`src/rtl/wifi_rx_symbol_framer.sv`:
```
// RX OFDM symbol framer: drops preamble and cyclic prefix, forwards 64 useful samples per symbol.
// Optional idle-timeout abort is enabled with `define WIFI_RX_TIMEOUT_EN.
module wifi_rx_symbol_framer #(
    parameter int PREAMBLE_LEN = 320,
    parameter int CP_LEN       = 16,
    parameter int FFT_LEN      = 64,
    parameter int SYM_CNT_W    = 16,
    parameter int TIMEOUT      = 1024,
    parameter int DATA_W       = 12
) (
    input  logic                     clk_ifft,
    input  logic                     reset,
    input  logic                     valid_in,
    input  logic signed [DATA_W-1:0] data_in_re,
    input  logic signed [DATA_W-1:0] data_in_im,
    input  logic [SYM_CNT_W-1:0]     num_sym,
    input  logic                     en_Rx_irq,
    input  logic                     clear_Rx_irq,
    output logic                     valid_out,
    output logic signed [DATA_W-1:0] data_out_re,
    output logic signed [DATA_W-1:0] data_out_im,
    output logic                     sym_start,
    output logic                     sym_end,
    output logic                     last_sym,
    output logic                     finished,
    output logic                     busy,
    output logic                     Rx_irq,
    output logic                     rx_err
);

    localparam int MAX_AB  = (PREAMBLE_LEN > CP_LEN) ? PREAMBLE_LEN : CP_LEN;
    localparam int MAX_LEN = (MAX_AB > FFT_LEN) ? MAX_AB : FFT_LEN;
    localparam int CNT_W   = $clog2(MAX_LEN);

    localparam logic [CNT_W-1:0] PRE_LAST = CNT_W'(PREAMBLE_LEN - 1);
    localparam logic [CNT_W-1:0] CP_LAST  = CNT_W'(CP_LEN - 1);
    localparam logic [CNT_W-1:0] FFT_LAST = CNT_W'(FFT_LEN - 1);

    typedef enum logic [2:0] {IDLE, PREAMBLE, CP, PAYLOAD, DONE} state_t;

    state_t                    state_q, state_n;
    logic [CNT_W-1:0]          cnt_q, cnt_n;
    logic [SYM_CNT_W-1:0]      sym_cnt_q, sym_cnt_n;
    logic [SYM_CNT_W-1:0]      num_sym_q, num_sym_n;
    logic                      busy_q, busy_n;
    logic                      err_set;

    logic                      vld_p1, vld_n;
    logic signed [DATA_W-1:0]  re_p1, re_n;
    logic signed [DATA_W-1:0]  im_p1, im_n;
    logic                      ss_p1, ss_n;
    logic                      se_p1, se_n;
    logic                      ls_p1, ls_n;
    logic                      fin_p1, fin_n;
    logic                      irq_q;

`ifdef WIFI_RX_TIMEOUT_EN
    localparam int IDLE_W = (TIMEOUT > 1) ? $clog2(TIMEOUT) : 1;
    localparam logic [IDLE_W-1:0] IDLE_LAST = IDLE_W'(TIMEOUT - 1);

    logic [IDLE_W-1:0] idle_cnt_q;
    logic              rx_err_q;

    // DONE is excluded so a completed frame never reports a timeout
    assign err_set = busy_q && !valid_in && (state_q != DONE) && (idle_cnt_q == IDLE_LAST);

    always_ff @(posedge clk_ifft or negedge reset) begin
        if (!reset) begin
            idle_cnt_q <= '0;
            rx_err_q   <= 1'b0;
        end else begin
            if (valid_in || !busy_q || err_set)
                idle_cnt_q <= '0;
            else
                idle_cnt_q <= idle_cnt_q + 1'b1;
            if (err_set)
                rx_err_q <= 1'b1;
            else if (clear_Rx_irq)
                rx_err_q <= 1'b0;
        end
    end

    assign rx_err = rx_err_q;
`else
    logic unused_timeout;
    assign unused_timeout = ^TIMEOUT;
    assign err_set        = 1'b0;
    assign rx_err         = 1'b0;
`endif

    always_comb begin
        state_n   = state_q;
        cnt_n     = cnt_q;
        sym_cnt_n = sym_cnt_q;
        num_sym_n = num_sym_q;
        busy_n    = busy_q;
        vld_n     = 1'b0;
        re_n      = re_p1;
        im_n      = im_p1;
        ss_n      = 1'b0;
        se_n      = 1'b0;
        ls_n      = 1'b0;
        fin_n     = 1'b0;
        case (state_q)
            IDLE: begin
                if (valid_in) begin
                    num_sym_n = num_sym;
                    busy_n    = 1'b1;
                    cnt_n     = CNT_W'(1);
                    sym_cnt_n = '0;
                    state_n   = PREAMBLE;
                end
            end
            PREAMBLE: begin
                if (valid_in) begin
                    if (cnt_q == PRE_LAST) begin
                        cnt_n = '0;
                        if (num_sym_q != '0) begin
                            state_n = CP;
                        end else begin
                            state_n = DONE;
                            fin_n   = 1'b1;
                        end
                    end else begin
                        cnt_n = cnt_q + 1'b1;
                    end
                end
            end
            CP: begin
                if (valid_in) begin
                    if (cnt_q == CP_LAST) begin
                        cnt_n   = '0;
                        state_n = PAYLOAD;
                    end else begin
                        cnt_n = cnt_q + 1'b1;
                    end
                end
            end
            PAYLOAD: begin
                if (valid_in) begin
                    vld_n = 1'b1;
                    re_n  = data_in_re;
                    im_n  = data_in_im;
                    ss_n  = (cnt_q == '0);
                    se_n  = (cnt_q == FFT_LAST);
                    ls_n  = (sym_cnt_q == num_sym_q - 1'b1);
                    if (cnt_q == FFT_LAST) begin
                        cnt_n     = '0;
                        sym_cnt_n = sym_cnt_q + 1'b1;
                        if (ls_n) begin
                            state_n = DONE;
                            fin_n   = 1'b1;
                        end else begin
                            state_n = CP;
                        end
                    end else begin
                        cnt_n = cnt_q + 1'b1;
                    end
                end
            end
            DONE: begin
                busy_n  = 1'b0;
                cnt_n   = '0;
                state_n = IDLE;
            end
            default: begin
                state_n = IDLE;
                cnt_n   = '0;
                busy_n  = 1'b0;
            end
        endcase
        if (err_set) begin
            state_n = IDLE;
            cnt_n   = '0;
            busy_n  = 1'b0;
        end
    end

    // stage p1: registered control state and forwarded sample
    always_ff @(posedge clk_ifft or negedge reset) begin
        if (!reset) begin
            state_q   <= IDLE;
            cnt_q     <= '0;
            sym_cnt_q <= '0;
            num_sym_q <= '0;
            busy_q    <= 1'b0;
            vld_p1    <= 1'b0;
            re_p1     <= '0;
            im_p1     <= '0;
            ss_p1     <= 1'b0;
            se_p1     <= 1'b0;
            ls_p1     <= 1'b0;
            fin_p1    <= 1'b0;
            irq_q     <= 1'b0;
        end else begin
            state_q   <= state_n;
            cnt_q     <= cnt_n;
            sym_cnt_q <= sym_cnt_n;
            num_sym_q <= num_sym_n;
            busy_q    <= busy_n;
            vld_p1    <= vld_n;
            re_p1     <= re_n;
            im_p1     <= im_n;
            ss_p1     <= ss_n;
            se_p1     <= se_n;
            ls_p1     <= ls_n;
            fin_p1    <= fin_n;
            if (en_Rx_irq && (fin_p1 || err_set))
                irq_q <= 1'b1;
            else if (clear_Rx_irq)
                irq_q <= 1'b0;
        end
    end

    assign valid_out   = vld_p1;
    assign data_out_re = re_p1;
    assign data_out_im = im_p1;
    assign sym_start   = ss_p1;
    assign sym_end     = se_p1;
    assign last_sym    = ls_p1;
    assign finished    = fin_p1;
    assign busy        = busy_q;
    assign Rx_irq      = irq_q;

endmodule

```
`config.mk`:
```
export PLATFORM = sky130hd
export DESIGN_NAME = wifi_rx_symbol_framer
export DESIGN_NICKNAME = d
export VERILOG_FILES = /design/src/rtl/wifi_rx_symbol_framer.sv
export SDC_FILE = /design/constraint.sdc
export NUM_CORES = 1
export LEC_CHECK = 0
export CORE_AREA = 2 2 78 98
export DETAILED_ROUTE_END_ITERATION = 6
export DIE_AREA = 0 0 80 100
export GPL_ROUTABILITY_DRIVEN = 0
export PLACE_DENSITY = 0.93
export SLEW_MARGIN = 0
export SYNTH_ARGS = -nofsm -noshare
export SYNTH_HDL_FRONTEND = slang
export SYNTH_SLANG_ARGS = --single-unit
export TNS_END_PERCENT = 50
```
`constraint.sdc`:
```
create_clock -name clk_ifft -period 6.5 [get_ports clk_ifft]
set_clock_uncertainty 0.2 [all_clocks]
set_input_delay 1.3 -clock clk_ifft [delete_from_list [all_inputs] [get_ports clk_ifft]]
set_output_delay 1.3 -clock clk_ifft [all_outputs]
set_load 0.02 [all_outputs]
```
# ---- Word-level counts from Yosys, hierarchy flattened
# Cells that the tools add are included.
dict set report totals {
  register_bits 75
  input_bits 45
  out_inout_bits 32
}
dict set report op_classes {
  bitwise 1
  reduce_logical 13
  addsub 3
  mux 41
  eq_ne 14
}
# cell n
set ops {}
lappend ops {{$mux W9} 7}
lappend ops {{$mux W16} 3}
lappend ops {{$pmux W9 S4} 1}
lappend ops {{$pmux W16 S2} 1}
lappend ops {{$mux W3} 9}
lappend ops {{$mux W1} 17}
lappend ops {{$add A16 B1 Y16 const B} 1}
lappend ops {{$eq A16 B16 Y1} 1}
lappend ops {{$reduce_bool A16 Y1} 1}
lappend ops {{$sub A16 B1 Y16 const B} 1}
lappend ops {{$ne A2 B2 Y1 const B} 7}
lappend ops {{$pmux W3 S4} 1}
lappend ops {{$add A9 B1 Y9 const B} 1}
lappend ops {{$eq A9 B4 Y1 const B} 1}
lappend ops {{$eq A9 B6 Y1 const B} 1}
lappend ops {{$eq A9 B9 Y1 const B} 1}
lappend ops {{$logic_not A9 Y1} 1}
lappend ops {{$reduce_and A4 Y1} 2}
lappend ops {{$reduce_and A7 Y1} 1}
lappend ops {{$eq A3 B2 Y1 const B} 2}
lappend ops {{$reduce_and A2 Y1} 3}
lappend ops {{$pmux W1 S2} 2}
lappend ops {{$reduce_bool A2 Y1} 2}
lappend ops {{$eq A3 B1 Y1 const B} 1}
lappend ops {{other kinds (4)} 4}

# ---- Depth between registers and ports, before layout
dict set report depth {
  ltp_word 6
  mapped_depth 11
  depth_no_buf 9
}

# ---- Least setup slack after synthesis
# OpenSTA, ideal clock, no wires.
dict set report synth_path {
  path_kind {input port to flip-flop}
  start {input port valid_in}
  end {register sym_cnt_q[11]}
  path_buffers 1
  arrival_ns 2.845
  setup_ns 0.132
  stages 10
  path_slack_ns 3.323
  path_cell_list {nand2b_1 or2_1 buf_2 clkinv_2 nand3_2 inv_2 o2111ai_2 or3_1 xor2_1 nor2_1}
}
dict set report synth_via {
  elab_chain_cells 2
  elab_cells_between_ends 3
  classes_between {eq/ne (2); reduce/logical (1)}
}
# item line_no
set synth_rtl {}
lappend synth_rtl {{from (decl)} 13} ;# input logic valid_in,
lappend synth_rtl {{$ne A2 B2 Y1 (no line)} --}
lappend synth_rtl {{$reduce_and A4 Y1 (no line) *} --}
lappend synth_rtl {{to (signal assigned)} 198} ;# sym_cnt_q <= sym_cnt_n;
lappend synth_rtl {{to (decl)} 43} ;# logic [SYM_CNT_W-1:0] sym_cnt_q, sym_cnt_n;
# Every way passes the cells marked *; elsewhere a longest branch is shown, timed or not.
# A chain may end at the register's enable or synchronous reset.

# ---- Worst setup path in the final report
# Ends and elaborated chain as after synthesis.

==> qor.yml <==
ys_ff_latch: 75
hold_buffers: 0
detail-route-antenna-nets: 0
synthArstFlopShare_pct: 100
met2_usage_pct: 46.3
coreArea_um2: 7180
fillCellCount: 543
boundaryPins: 77
peakVddDrop_v: 0.000136
dr.pass1.iters: 6
dpl_worst_slack_ps: 1680
slew_viol_final: 0
htreeDepth: 3
finalSetupViolations: 0
rsz0062_at_grt: "false"
path_clk_slew_ps: 90
insertedDiodeCount: 0
grt_pass1_wl_mm: 16.4
crit_path_max_fanout: 28
p_comb_share_pct: 13.3
synthTopCellsByArea: "dfrtp_1, nand2_1, xnor2_1"
fin_nets: 564
clock-sinks: 75
cp.arrival_ps: 4530
endpoint_kind: "flop"
numPortBuffers: 75
total_power_uw: 1100
die_w_um: 80
busiest_layer: "met2"
crit_path_start_kind: "input port"
syn_to_final_growth_pct: 26.4
max_freq_mhz: 223
path_class: "input port to flop"
syn-cell-area_um2: 3860
synth_common_cells: "nand2_1, dfrtp_1, nor2_1"
drc: 0
root_buffer: "clkbuf_8"
antenna_found_initial: 0
p_seq_share_pct: 48.4
wl_mm: 9.73
start_util_pct: 53.8
chipHeight_um: 100
yosysSeqAreaShare_pct: 48.6
tns_ps: 0
synth_most_common_cell: "nand2_1"
post_cts_buffers: 0
yosys_warnings: 0
clock_latency_ps: 360
num_rows: 35
finalCritPeriodShare_pct: 69.1
pwr_density_cell_nw_per_um2: 226
hpwl_mm: 6.78
p_sw_share_pct: 27.9
cts_buffer_depth: 2
required_ps: 6540
syn_inst: 448
synth_top_area_share_pct: 48.6
yosys.area.top_type: "dfrtp_1"
syn_nets: 497
min_path_type: "flop to flop"
cts_made_buffers: 9
power.clock.fraction_pct: 38.2
p_sw_uw: 308
gr-total-overflow: 0
synth_edf_count: 0
outcome: "complete, no violations"
wl_per_cell_um: 15.9
grt.total_usage_pct: 26.2
p_leak_uw: 0.00219
grt_start_max_net_pins: 76
finalHoldViolCount: 0
intPower_uw: 796
drv_cap: 0
dr_total_vias: 3458
postSynthAreaPerCell_um2: 8.62
grtUsageMet1_pct: 30.8
drt_iter0_markers: 250
fin_crit_ps: 4490
fp.dieArea_um2: 8000
relSlewSlack_pct: 38.1
setup_ws_ps: 2010
via_per_inst: 5.65
met3_usage_pct: 4.32
ctsResizeCount: 0
max_slew.worst_pin.slew_ps: 928
final_layout_size_suffix_gt1_share_pct: 5.96
synthFlopType: "dfrtp_1"
first_global_vias: 3502
synth.distinct_cells: 51
cts_tree: "built"
==> worst max-delay path: stages <==
cell,delay (ps)
clkdlybuf4s50_1,520
nand2b_1,210
or2_1,710
clkinv_2,580
nand3_2,300
inv_2,100
o2111ai_2,370
or3_1,200
xor2_1,170
nor2_1,50
==> through the flow <==
stage | area (um2) | instances | util, % | hold WS, ps
global route | 4880 | 612 | 68.0 | 307
finish | 4880 | 612 | 68.0 | 285
floorplan | 3860 | 448 | - | 281
CTS | 4880 | 612 | 68.0 | 289
global placement | 4650 | 596 | 64.8 | 260
detailed placement | 4650 | 596 | 64.8 | 261
==> registers in the layout, summed over array words and instances (netlist names) <==
name         count
data_out_re     12
cnt_q            9
state_q          3
busy             1
num_sym_q       16
sym_start        1
sym_end          1
Rx_irq           1
sym_cnt_q       16
finished         1
data_out_im     12
last_sym         1
valid_out        1
==> cells by family after synthesis <==
family	count (synthesis)	synth area share (%)
AND/OR/NAND/NOR	244	29.4
flip-flops	75	48.6
AO/OA/AOI/OAI	56	9.26
buffers and inverters	35	3.79
XOR/XNOR	32	7.26
adder cells (fa/ha/maj)	4	1.30
other	1	0.0971
multiplexers	1	0.292
==> layout by cell type (no fill, tap or decap), types with 9 or more instances in the layout <==
cell type | Yosys | routed
dfrtp_1 | 75 | 75
nand2_1 | 132 | 132
nor2_1 | 34 | 34
o21ai_0 | 22 | 22
nand3_1 | 14 | 14
xnor2_1 | 21 | 21
a21oi_1 | 9 | 9
xor2_1 | 11 | 11
clkbuf_8 | 0 | 9
inv_1 | 12 | 12
clkdlybuf4s50_1 | 0 | 74
==> area by class of cell <==
type / instances / area (um2) / share of cell area (%)
tap: 92 / 115 / 2.36
inverter: 14 / 53.8 / 1.10
multi-input combinational: 338 / 1840 / 37.8
clock buffer: 9 / 124 / 2.54
sequential: 75 / 1880 / 38.4
timing repair buffer: 77 / 761 / 15.6
clock inverter: 7 / 108 / 2.20
==> routing by layer <==
layer	vias up	wire (um)	part of all wire (%)
met5	-	0	0
met4	0	346	3.6
met3	37	464	4.8
met2	125	5120	53
met1	1661	3800	39
li1	1635	-	-
==> final timing paths <==
kind / start / to / slack (ps) / depth (start not counted)
setup / recovery: valid_in / sym_cnt_q[11] / 2010 / 10
hold / removal: data_out_im[3] / data_out_im[3] / 280 / 2
setup reg to reg: state_q[2] / sym_cnt_q[11] / 2880 / 9
hold reg to reg: data_out_im[3] / data_out_im[3] / 280 / 2
max in group asynchronous: reset / data_out_im[2] / 4550 / 2
min in group asynchronous: reset / num_sym_q[9] / 970 / 2
==> power groups by stage <==
stage	Clock, uW	Combinational [uW]	Sequential (uW)
3_5_place_dp	0	146	542
4_1_cts	425	148	534
3_3_place_gp	0	140	540
6_report	422	147	535
5_1_grt	447	166	541
2_1_floorplan	0	72.3	541
(Power assumes the default switching activity.)
